`config.mk`:
```
export PLATFORM = sky130hd
export DESIGN_NAME = piso_sched_2req
export DESIGN_NICKNAME = d
export VERILOG_FILES = /design/src/rtl/piso_sched_pkg.sv /design/src/rtl/piso_sched_2req_sreg.sv /design/src/rtl/piso_sched_2req.sv
export SDC_FILE = /design/constraint.sdc
export NUM_CORES = 1
export LEC_CHECK = 0
export BUFFER_PORTS_ARGS = -buffer_cell sky130_fd_sc_hd__buf_2
export CAP_MARGIN = 20
export CORE_AREA = 2 2 41 43
export DETAILED_ROUTE_END_ITERATION = 6
export DIE_AREA = 0 0 43 45
export PLACE_DENSITY = 0.77
export SLEW_MARGIN = 20
export SYNTH_ARGS = -nofsm -noshare
export SYNTH_HDL_FRONTEND = slang
export SYNTH_SLANG_ARGS = --single-unit
```
`constraint.sdc`:
```
create_clock -name clk -period 1.8 [get_ports clk]
set_input_delay 0.36 -clock clk [delete_from_list [all_inputs] [get_ports clk]]
set_output_delay 0.36 -clock clk [all_outputs]
set_load 0.1 [all_outputs]
```
`src/rtl/piso_sched_pkg.sv`:
```
// piso_sched_pkg: shared state encoding and widths for the two-requester PISO scheduler
package piso_sched_pkg;
  typedef enum logic [1:0] {IDLE, SHIFT, PAR, GAP} sched_state_e;
  localparam int NBITS = 8;
  localparam int CNT_W = 3;
endpackage

```
`src/rtl/piso_sched_2req_sreg.sv`:
```
// piso_sreg_8b: 8-bit parallel-in/serial-out shift register, load beats shift, MSB out
module piso_sreg_8b
  import piso_sched_pkg::*;
(
  input  logic             clk,
  input  logic             reset,
  input  logic             en,
  input  logic             ld,
  input  logic [NBITS-1:0] pin,
  output logic             sout
);
  logic [NBITS-1:0] sr_q;
  always_ff @(posedge clk)
    if (reset) sr_q <= '0;
    else if (ld) sr_q <= pin;
    else if (en) sr_q <= {sr_q[NBITS-2:0], 1'b0};
  assign sout = sr_q[NBITS-1];
endmodule

```
`src/rtl/piso_sched_2req.sv`:
```
// piso_sched_2req: round-robin two-requester scheduler streaming bytes MSB-first over one serial link
// Optional even-parity trailer bit enabled by defining PISO_SCHED_PARITY_EN.
module piso_sched_2req #(
  parameter int GAP = 0
) (
  input  logic                          clk,
  input  logic                          reset,
  input  logic                          req0_val,
  output logic                          req0_rdy,
  input  logic [piso_sched_pkg::NBITS-1:0] req0_data,
  input  logic                          req1_val,
  output logic                          req1_rdy,
  input  logic [piso_sched_pkg::NBITS-1:0] req1_data,
  output logic                          sout,
  output logic                          sout_val,
  output logic                          sout_src,
  output logic                          busy
);
  import piso_sched_pkg::*;
  sched_state_e     state_q, post_s;
  logic [CNT_W-1:0] cnt_q;
  logic [3:0]       gcnt_q;
  logic             ptr_q, src_q, gnt, fire, idle, msb;
  logic [NBITS-1:0] pin;
`ifdef PISO_SCHED_PARITY_EN
  logic             par_q;
`endif
  always_comb begin
    idle     = state_q == IDLE;
    gnt      = req1_val & (~req0_val | ptr_q);
    req0_rdy = idle & ~reset & req0_val & ~gnt;
    req1_rdy = idle & ~reset & gnt;
    fire     = req0_rdy | req1_rdy;
    pin      = gnt ? req1_data : req0_data;
    post_s   = IDLE;
    if (GAP > 0) post_s = piso_sched_pkg::GAP;
  end
  piso_sreg_8b u_sreg (
    .clk  (clk),
    .reset(reset),
    .en   (state_q == SHIFT),
    .ld   (fire),
    .pin  (pin),
    .sout (msb)
  );
  always_ff @(posedge clk)
    if (reset) begin
      state_q <= IDLE;
      cnt_q   <= '0;
      gcnt_q  <= '0;
      ptr_q   <= 1'b0;
      src_q   <= 1'b0;
`ifdef PISO_SCHED_PARITY_EN
      par_q   <= 1'b0;
`endif
    end else begin
      case (state_q)
        IDLE: if (fire) begin
          state_q <= SHIFT;
          cnt_q   <= '0;
          ptr_q   <= ~gnt;
          src_q   <= gnt;
`ifdef PISO_SCHED_PARITY_EN
          par_q   <= ^pin;
`endif
        end
        SHIFT: begin
          cnt_q <= cnt_q + 1'b1;
`ifdef PISO_SCHED_PARITY_EN
          if (cnt_q == CNT_W'(NBITS - 1)) state_q <= PAR;
`else
          if (cnt_q == CNT_W'(NBITS - 1)) state_q <= post_s;
`endif
        end
`ifdef PISO_SCHED_PARITY_EN
        PAR: state_q <= post_s;
`endif
        default: begin
          gcnt_q <= gcnt_q + 1'b1;
          if (gcnt_q == 4'(GAP - 1)) begin
            gcnt_q  <= '0;
            state_q <= IDLE;
          end
        end
      endcase
    end
  assign sout_val = (state_q == SHIFT) | (state_q == PAR);
`ifdef PISO_SCHED_PARITY_EN
  assign sout     = (state_q == PAR) ? par_q : ((state_q == SHIFT) & msb);
`else
  assign sout     = (state_q == SHIFT) & msb;
`endif
  assign sout_src = src_q;
  assign busy     = ~idle;
endmodule

```
==> metrics.cfg, run 1 <==
[placed_design]
gp_congestion=0.769
io_buffers=25
pre_cts_slack_ns=0.270
hpwl_um=1100
dp_cells=114

[timing]
setup_tns_ns=0
fin_skew_ns=0.00822
report.final.slew_viol_count=0
setup_ws_ns=0.0709
post-route-period-util=0.961
worst_pin_slew_ns=0.484
fmax_mhz=578
period_needed_ns=1.73
hold_viol_final=0
max_slew_margin=0.680
setup_violations=0
rsz0062_at_grt=no

[cts]
clock_latency_ns=0.28
hold_buffers=0
cts-root-buf=clkbuf_4
path_clk_slew_ns=0.09
cts_max_level=1
cts_sinks=14
cts_buffers=3
post_cts_buffers=0
cts.path.max_buffers=2
cts_tree=yes

[final_layout]
fin_util=0.634
num-nets-final=125
fin_cells=118
n_fill_cell=137
diodes=0
drive_gt1_frac=0.412
synthToLayoutAreaGrowth_pct=33.9

[route]
ant_nets=0
routedWlPerCell_um=12.8
drc_errors=0
drt_first_pass_iters=4
first_iter_violations=9
routed_wl_um=1510
via_count=646
vias_per_cell=5.47

[power]
power.density_nw_per_um2=874
leakagePower_nw=0.421
power_mw=0.815
vdd_ir_drop_max_mv=0.638

[min_path]
hold_path.class=primary input to flop

[setup_path]
crit_fanout=20
critPathLaunchType=flop
critical_path_required_ns=1.44
crit_arrival_ns=1.37
crit_path_max_incr_delay_ns=0.49
crit_path_end_kind=output pin
worstPathBufferInverterCount=1
cp_slowest_cell=dfxtp_4
crit_type=flop to output pin
cp_top_family=flip-flops
path_cells=and2_4 -> buf_2

[yosys]
synth_nets=99
yosysTopAreaCell=dfxtp_1
ys_top_cells_by_area=dfxtp_1, mux2i_1, a22oi_1, o22ai_1, a21oi_1
synth_compound_area_frac=0.253
synthCells=77
synthXorXnorAreaFrac=0
synth-seq-area-share=0.402
synth_top_family_by_area=compound AO/OA/AOI/OAI gates
synthMuxAreaShare=0.0862
synth_top_area_share=0.402
ys_types=27
synthesis.area_um2=697
synth-main-ff-cell=dfxtp_1
synth.yosys.warnings=0
async_reset_ff_frac=0
synth-seq-cells=14
avgSynthCellArea_um2=9.05
synth_adder_area_share=0.0359
synth-simple-area-share=0.174
synth_edf_count=0

[global_routing]
overflow=0
grt_pass1_vias=571
grt_max_degree=21
antenna_found_initial=0
grt_pass1_wl_um=2480
grtUsageTotal=0.179

[floorplan]
initial_core_util=0.474
rows=14
die_h_um=45
design.die.area_um2=1940
core_area_um2=1470
fp.dieW_um=43
pin_count=26

[outcome]
status=complete, no violations

[flow_run]
cap_violations=0

-- cell usage after synthesis (2+ instances only) --
cell type,count
nor2_1,2
nand2b_1,2
dfxtp_1,14
nand3_1,5
a311oi_1,3
a21oi_1,7
mux2i_1,6
buf_2,3
o22ai_1,6
a22oi_1,6
nand2_1,6
ha_1,2
-- path summary, 6_finish.rpt --
path	endpoint	cells after the start	start	slack (ns)
setup / recovery	sout	2	state_q[0]	0.07
hold / removal	u_sreg.sr_q[5]	3	req0_data[5]	0.33
setup reg to reg	u_sreg.sr_q[1]	4	state_q[0]	0.50
hold reg to reg	cnt_q[1]	2	cnt_q[1]	0.48
-- layout make-up --
type                            instances  area, µm²  area share
Multi-Input combinational cell         56        415       0.445
Inverter                                1       3.75     0.00402
Sequential cell                        14        288       0.308
Tap cell                               16       20.0      0.0214
Clock buffer                            4       36.3      0.0389
Timing Repair Buffer                   27        170       0.182
-- where the power goes --
group          switching [mW]  internal, mW  total [mW]
Sequential             0.0275         0.338       0.366
Combinational           0.140        0.0821       0.223
Clock                   0.104         0.123       0.227
Total                   0.272         0.544       0.815
-- worst reg2reg max path, delay by kind of cell (launching register included) --
family / cells / cell delay [ns]
flops: 1 / 0.49
compound gates: 3 / 0.49
buf+inv: 1 / 0.19
-- kinds of logic (layout without fill, tap and decap cells) --
group,count (synthesis),in the layout
DFF,14,14
AOI/OAI and AO/OA,26,26
adders and majority gates,2,2
and+or+nand+nor,22,22
buffers and inverters,7,32
muxes,6,6
-- metal layers --
metal  share of wire  up-vias  routed length [µm]  global-route usage
li1                -      336                   -                   -
met1            0.46      288                 700               0.210
met2            0.46       20                 691               0.297
met3           0.071        2                 107              0.0800
met4          0.0086        0                  13              0.0545
met5               0        -                   0                   0
-- stage by stage --
stage | hold slack [ns] | area [µm²]
after detailed placement | 0.463 | 891
after global routing | 0.323 | 933
after floorplan | 0.452 | 747
final | 0.334 | 933
after global placement | 0.460 | 891
after CTS | 0.330 | 928
-- state kept, by name, summed over array words and instances, names as in the netlist --
| signal | count |
|---|---|
| ptr_q | 1 |
| state_q | 1 |
| u_sreg.sr_q | 8 |
| cnt_q | 3 |
| sout_src | 1 |
-- cells in the final DEF, fill, tap and decap left out, types with 2 or more instances in the layout --
master and count:
a21oi_1 6, nand3_1 5, nand2b_1 2, buf_12 2, nor2_2 2, ha_1 2, a22oi_1 6, buf_2 23
clkbuf_4 3, buf_4 2, mux2i_1 6, o22ai_1 6, nand2_1 6, a311oi_1 3, dfxtp_4 2, dfxtp_1 12
-- what timing repair did --
item                       CTS  global route
pin swaps                    0             1
gates resized for setup      1             2
setup endpoints to repair    1             2
Note: power is estimated with default switching activity, not from simulation.
==> run 2, diff against run 1 <==
- ABC_AREA: default -> 1
- CORE_AREA: 2 2 41 43 -> 2 2 43 45
- CTS_CLUSTER_SIZE: default -> 28
- DIE_AREA: 0 0 43 45 -> 0 0 45 47
==> metrics.cfg, run 2 <==
[outcome]
status=complete, no violations

[floorplan]
rows=15  ; +1
design.die.area_um2=2120  ; +9.3%
pin_count=26  ; unchanged
initial_core_util=0.482  ; +0.00818
fp.dieW_um=45  ; +4.7%
core_area_um2=1650  ; +12%
die_h_um=47  ; +4.4%

[cts]
cts_max_level=1  ; unchanged
path_clk_slew_ns=0.08  ; about the same
cts_tree=yes
post_cts_resized=0  ; -1
cts.path.max_buffers=2  ; unchanged
cts_buffers=3  ; unchanged
post_cts_buffers=0  ; unchanged
cts_sinks=14  ; unchanged
clock_latency_ns=0.28  ; about the same
hold_buffers=0  ; unchanged
cts-root-buf=clkbuf_4

[timing]
post-route-period-util=0.949  ; -0.0115
hold_viol_final=0  ; unchanged
setup_ws_ns=0.0916  ; +0.0206 ns
fmax_mhz=585  ; +1.2%
rsz0062_at_grt=no
setup_violations=0  ; unchanged
worst_pin_slew_ns=0.485  ; +0.00135 ns
period_needed_ns=1.71  ; -0.0206 ns
max_slew_margin=0.679  ; -0.000891
report.final.slew_viol_count=0  ; unchanged
fin_skew_ns=0.00165  ; -0.00657 ns

[route]
vias_per_cell=5.04  ; -8.0%
first_iter_violations=14  ; +5
drt_first_pass_iters=4  ; unchanged
routed_wl_um=1670  ; +10%
ant_nets=0  ; unchanged
via_count=816  ; +26%
drc_errors=0  ; unchanged
routedWlPerCell_um=10.3  ; -20%

[yosys]
synth-seq-cells=14  ; unchanged
synth-seq-area-share=0.352  ; -0.0500
synth-simple-area-share=0.450  ; +0.276
synth_top_area_share=0.352  ; -0.0500
synth_adder_area_share=0.0314  ; -0.00446
synthXorXnorAreaFrac=0  ; unchanged
synth_compound_area_frac=0.0692  ; -0.184
synth.yosys.warnings=0  ; unchanged
async_reset_ff_frac=0  ; unchanged
ys_types=19  ; -30%
synth_edf_count=0  ; unchanged
synthCells=119  ; +55%
synth_top_family_by_area=simple AND/OR/NAND/NOR gates
avgSynthCellArea_um2=6.69  ; -26%
yosys-top-cells-count=nand2_1, dfxtp_1, nand3_1
yosysTopAreaCell=dfxtp_1
synthesis.area_um2=796  ; +14%
synth-main-ff-cell=dfxtp_1
synthMuxAreaShare=0  ; -0.0862
ys_top_cells_by_area=dfxtp_1, nand2_1, nand3_1, nand4_1, inv_1
synth_nets=141  ; +42%
yosysMostFrequentCell=nand2_1

[final_layout]
diodes=0  ; unchanged
drive_gt1_frac=0.297  ; -0.115
n_fill_cell=164  ; +20%
reg_top3=u_sreg.sr_q: 8 flops, cnt_q: 3 flops
mostFrequentLayoutCell=nand2_1
largest_reg_flops=8  ; unchanged
synthToLayoutAreaGrowth_pct=27.5
num-nets-final=168  ; +34%
layout_common_cells=nand2_1, buf_2, nand3_1, dfxtp_1, inv_1
top_register=u_sreg.sr_q
postLayoutCellArea_um2=1010  ; +8.7%

[flow_run]
cap_violations=0  ; unchanged

[power]
vdd_ir_drop_max_mv=0.518  ; -19%
power.density_nw_per_um2=810  ; -7.3%
leakagePower_nw=0.545  ; +30%

[global_routing]
grt_pass1_wl_um=2720  ; +9.4%
grt_max_degree=17  ; -19%
grt_pass1_vias=686  ; +20%
grtUsageTotal=0.178  ; -0.00130
overflow=0  ; unchanged
antenna_found_initial=0  ; unchanged

[placed_design]
hpwl_um=1320  ; +20%
pre_cts_slack_ns=0.311  ; +0.0413 ns
gp_congestion=0.741  ; -3.7%
io_buffers=25  ; unchanged
placed_cell_area_um2=978  ; +9.8%

[setup_path]
crit_fanout=16  ; -20%
r2r_cells=10  ; +6
regToRegSetupSlack_ns=0.46  ; -0.04 ns
timing.rr.end=u_sreg.sr_q[7]
critical_path_required_ns=1.44  ; about the same
crit_type=flop to output pin
crit_arrival_ns=1.35  ; -0.02 ns
regToRegStartpoint=ptr_q
crit_path_end_kind=output pin
critPathLaunchType=flop

[min_path]
whs_path_depth=2  ; -1
hold_path.class=primary input to flop
hold_end=u_sreg.sr_q[0]
hold_start=reset

## run 2: per-stage QoR
step | utilization | setup TNS [ns] | power, mW | cells | hold WS, ns
floorplan | - | -0.00671 | 0.544 | 119 | 0.429
global placement | 0.592 | 0 | 0.601 | 158 | 0.450
detailed placement | 0.592 | 0 | 0.606 | 158 | 0.458
CTS | 0.614 | 0 | 0.829 | 162 | 0.355
global route | 0.614 | 0 | 0.864 | 162 | 0.381
finish | 0.614 | 0 | 0.822 | 162 | 0.355
## run 2: report_power, final
group	switching [mW]	leakage, nW	internal, mW	total, mW
Combinational	0.164	0.409	0.0769	0.241
Sequential	0.0221	0.115	0.334	0.356
Clock	0.101	0.0210	0.123	0.224
## run 2: area by class of cell
type / instances / area [µm²] / area share
Timing Repair Buffer: 27 / 170 / 0.168
Tap cell: 17 / 21.3 / 0.0210
Sequential cell: 14 / 284 / 0.280
Multi-Input combinational cell: 87 / 449 / 0.443
Inverter: 13 / 53.8 / 0.0530
Clock buffer: 4 / 36.3 / 0.0358
## run 2: cell families (layout without fill, tap and decap cells)
family,Yosys count,count (layout)
fa+ha+maj,2,2
compound gates,10,10
buf+inv,18,44
simple gates,75,75
flops,14,14
## run 2: layer usage
| layer | share of wire | up-vias | global-route usage |
|---|---|---|---|
| met4 | 0.024 | 0 | 0.106 |
| met3 | 0.064 | 5 | 0.0231 |
| met5 | 0 | - | 0 |
| li1 | - | 445 | - |
| met2 | 0.45 | 23 | 0.291 |
| met1 | 0.46 | 343 | 0.224 |
## run 2: worst max-delay path by stage
stage,startpoint,endpoint,slack [ns]
after floorplan,state_q[0],req0_rdy,-0.007
after global placement,req0_val,req1_rdy,0.34
after detailed placement,req0_val,req1_rdy,0.31
after CTS,state_q[0],sout,0.08
after global routing,state_q[0],sout,0.03
final,state_q[0],sout,0.09
## run 2: critical path, cell delays in order (launching register included)
cell	delay, ns
dfxtp_4	0.47
nand2_1	0.12
clkinvlp_4	0.07
buf_2	0.41
==> run 3, diff against run 2 <==
- CELL_PAD_IN_SITES_DETAIL_PLACEMENT: default -> 0
- CELL_PAD_IN_SITES_GLOBAL_PLACEMENT: default -> 1
- CORE_AREA: 2 2 43 45 -> 2 2 60 45
- CTS_CLUSTER_SIZE: 28 -> default
- DIE_AREA: 0 0 45 47 -> 0 0 62 47
- PLACE_DENSITY: 0.77 -> default
- PLACE_DENSITY_LB_ADDON: default -> 0.1
==> metrics.cfg, run 3 (same netlist as run 2, synthesis figures left out) <==
[timing]
fin_skew_ns=0.000505  ; -0.00115 ns
max_slew_margin=0.679  ; about the same
period_needed_ns=1.72  ; +0.00673 ns
report.final.slew_viol_count=0  ; unchanged
worst_pin_slew_ns=0.486  ; +0.000189 ns
post-route-period-util=0.953  ; +0.00374
setup_violations=0  ; unchanged
hold_viol_final=0  ; unchanged
rsz0062_at_grt=no
fmax_mhz=583  ; -0.39%

[final_layout]
diodes=0  ; unchanged
fin_cells=180  ; +11%
drive_gt1_frac=0.301  ; +0.00482
mostFrequentLayoutCell=nand2_1
num-nets-final=169  ; +0.60%
n_fill_cell=251  ; +53%
reg_top3=u_sreg.sr_q: 8 flops, cnt_q: 3 flops
synthToLayoutAreaGrowth_pct=31.1
fin_util=0.445  ; -0.170
largest_reg_flops=8  ; unchanged
layout_common_cells=nand2_1, buf_2, nand3_1, dfxtp_1, inv_1
top_register=u_sreg.sr_q

[cts]
cts_tree=yes
post_cts_buffers=0  ; unchanged
cts-root-buf=clkbuf_4
hold_buffers=0  ; unchanged
path_clk_slew_ns=0.08  ; about the same
post_cts_resized=0  ; unchanged
cts_max_level=1  ; unchanged
cts_sinks=14  ; unchanged
clock_latency_ns=0.28  ; about the same
cts_buffers=3  ; unchanged
cts.path.max_buffers=2  ; unchanged

[setup_path]
crit_arrival_ns=1.36  ; about the same
critPathLaunchType=flop
regToRegSetupSlack_ns=0.47  ; about the same
crit_path_end_kind=output pin
regToRegStartpoint=ptr_q
critical_path_required_ns=1.44  ; about the same
crit_type=flop to output pin
r2r_cells=9  ; -1
crit_path_start=state_q[0]
crit_end=sout
timing.rr.end=u_sreg.sr_q[1]
crit_fanout=16  ; unchanged

[route]
vias_per_cell=4.61  ; -8.6%
routedWlPerCell_um=10.3  ; about the same
routed_wl_um=1850  ; +11%
drc_errors=0  ; unchanged
first_iter_violations=38  ; +24
drt_first_pass_iters=4  ; unchanged
ant_nets=0  ; unchanged
via_count=829  ; +1.6%

[global_routing]
grt_pass1_wl_um=3420  ; +26%
grt_pass1_vias=794  ; +16%
antenna_found_initial=0  ; unchanged
grt_max_degree=17  ; unchanged
grtUsageTotal=0.164  ; -0.0140
overflow=0  ; unchanged

[power]
p_sw_frac=0.353  ; +0.00325
power_frac_seq=0.430  ; -0.004
comb_power_share=0.295  ; +0.002
leakagePower_nw=0.549  ; +0.79%
pwr-share-clk=0.274  ; about the same
power.density_nw_per_um2=794  ; -2.0%
internal-power_mw=0.536  ; +0.25%
p_switching_mw=0.292  ; +1.7%
vdd_ir_drop_max_mv=0.398  ; -23%

[floorplan]
initial_core_util=0.339  ; -0.143
pin_count=26  ; unchanged
design.die.area_um2=2910  ; +38%
fp.dieW_um=62  ; +38%
rows=15  ; unchanged
core_area_um2=2350  ; +42%
die_h_um=47  ; unchanged

[placed_design]
io_buffers=25  ; unchanged
gp_congestion=0.809  ; +9.2%
dp_cells=176  ; +11%
hpwl_um=1450  ; +9.3%

[flow_run]
cap_violations=0  ; unchanged

[outcome]
status=complete, no violations

[min_path]
hold_path.class=primary input to flop

==> run 3: worst min path at each step <==
stage              startpoint        endpoint  slack (ns)  depth (start not counted)
2_1_floorplan           reset        cnt_q[1]        0.43                          1
3_3_place_gp   u_sreg.sr_q[0]  u_sreg.sr_q[0]        0.45                          2
3_5_place_dp         sout_src        sout_src        0.45                          2
4_1_cts                 reset        cnt_q[2]        0.35                          2
5_1_grt                 reset        cnt_q[2]        0.35                          2
6_report                reset        cnt_q[1]        0.36                          2
==> run 3: critical path, cell delays in order, from the launching register on <==
cell        delay [ns]
dfxtp_4           0.47
nand2_1           0.12
clkinvlp_4        0.07
buf_2             0.41
==> run 3: routing by layer <==
layer | track usage | up-vias | wire, µm | part of all wire
met4 | 0.0511 | 0 | 21 | 0.011
met2 | 0.265 | 12 | 794 | 0.43
met5 | 0 | - | 0 | 0
li1 | - | 440 | - | -
met3 | 0.0579 | 4 | 100 | 0.054
met1 | 0.206 | 373 | 933 | 0.50
==> run 3: stage by stage <==
stage               instance area [µm²]  worst slack (ns)  hold WS (ns)  power, mW   TNS, ns
floorplan                           816          -0.00671         0.429      0.544  -0.00671
global placement                   1010             0.336         0.451      0.609         0
detailed placement                 1010             0.338         0.453      0.611         0
CTS                                1040            0.0748         0.349      0.840         0
global route                       1040            0.0237         0.347      0.881         0
finish                             1040            0.0848         0.361      0.828         0
==> run 3: final cells by class <==
type                            instances  area [µm²]  share of cell area
Clock buffer                            4        36.3              0.0348
Inverter                               13        53.8              0.0516
Multi-Input combinational cell         87         449               0.430
Sequential cell                        14         284               0.272
Tap cell                               34        42.5              0.0408
Timing Repair Buffer                   28         178               0.170
==> run 3: power groups by stage <==
stage	Sequential (mW)	Combinational (mW)	Clock, mW
after floorplan	0.386	0.157	0
after global placement	0.364	0.246	0
after detailed placement	0.364	0.247	0
after CTS	0.357	0.248	0.235
after global routing	0.361	0.273	0.247
final	0.356	0.245	0.227
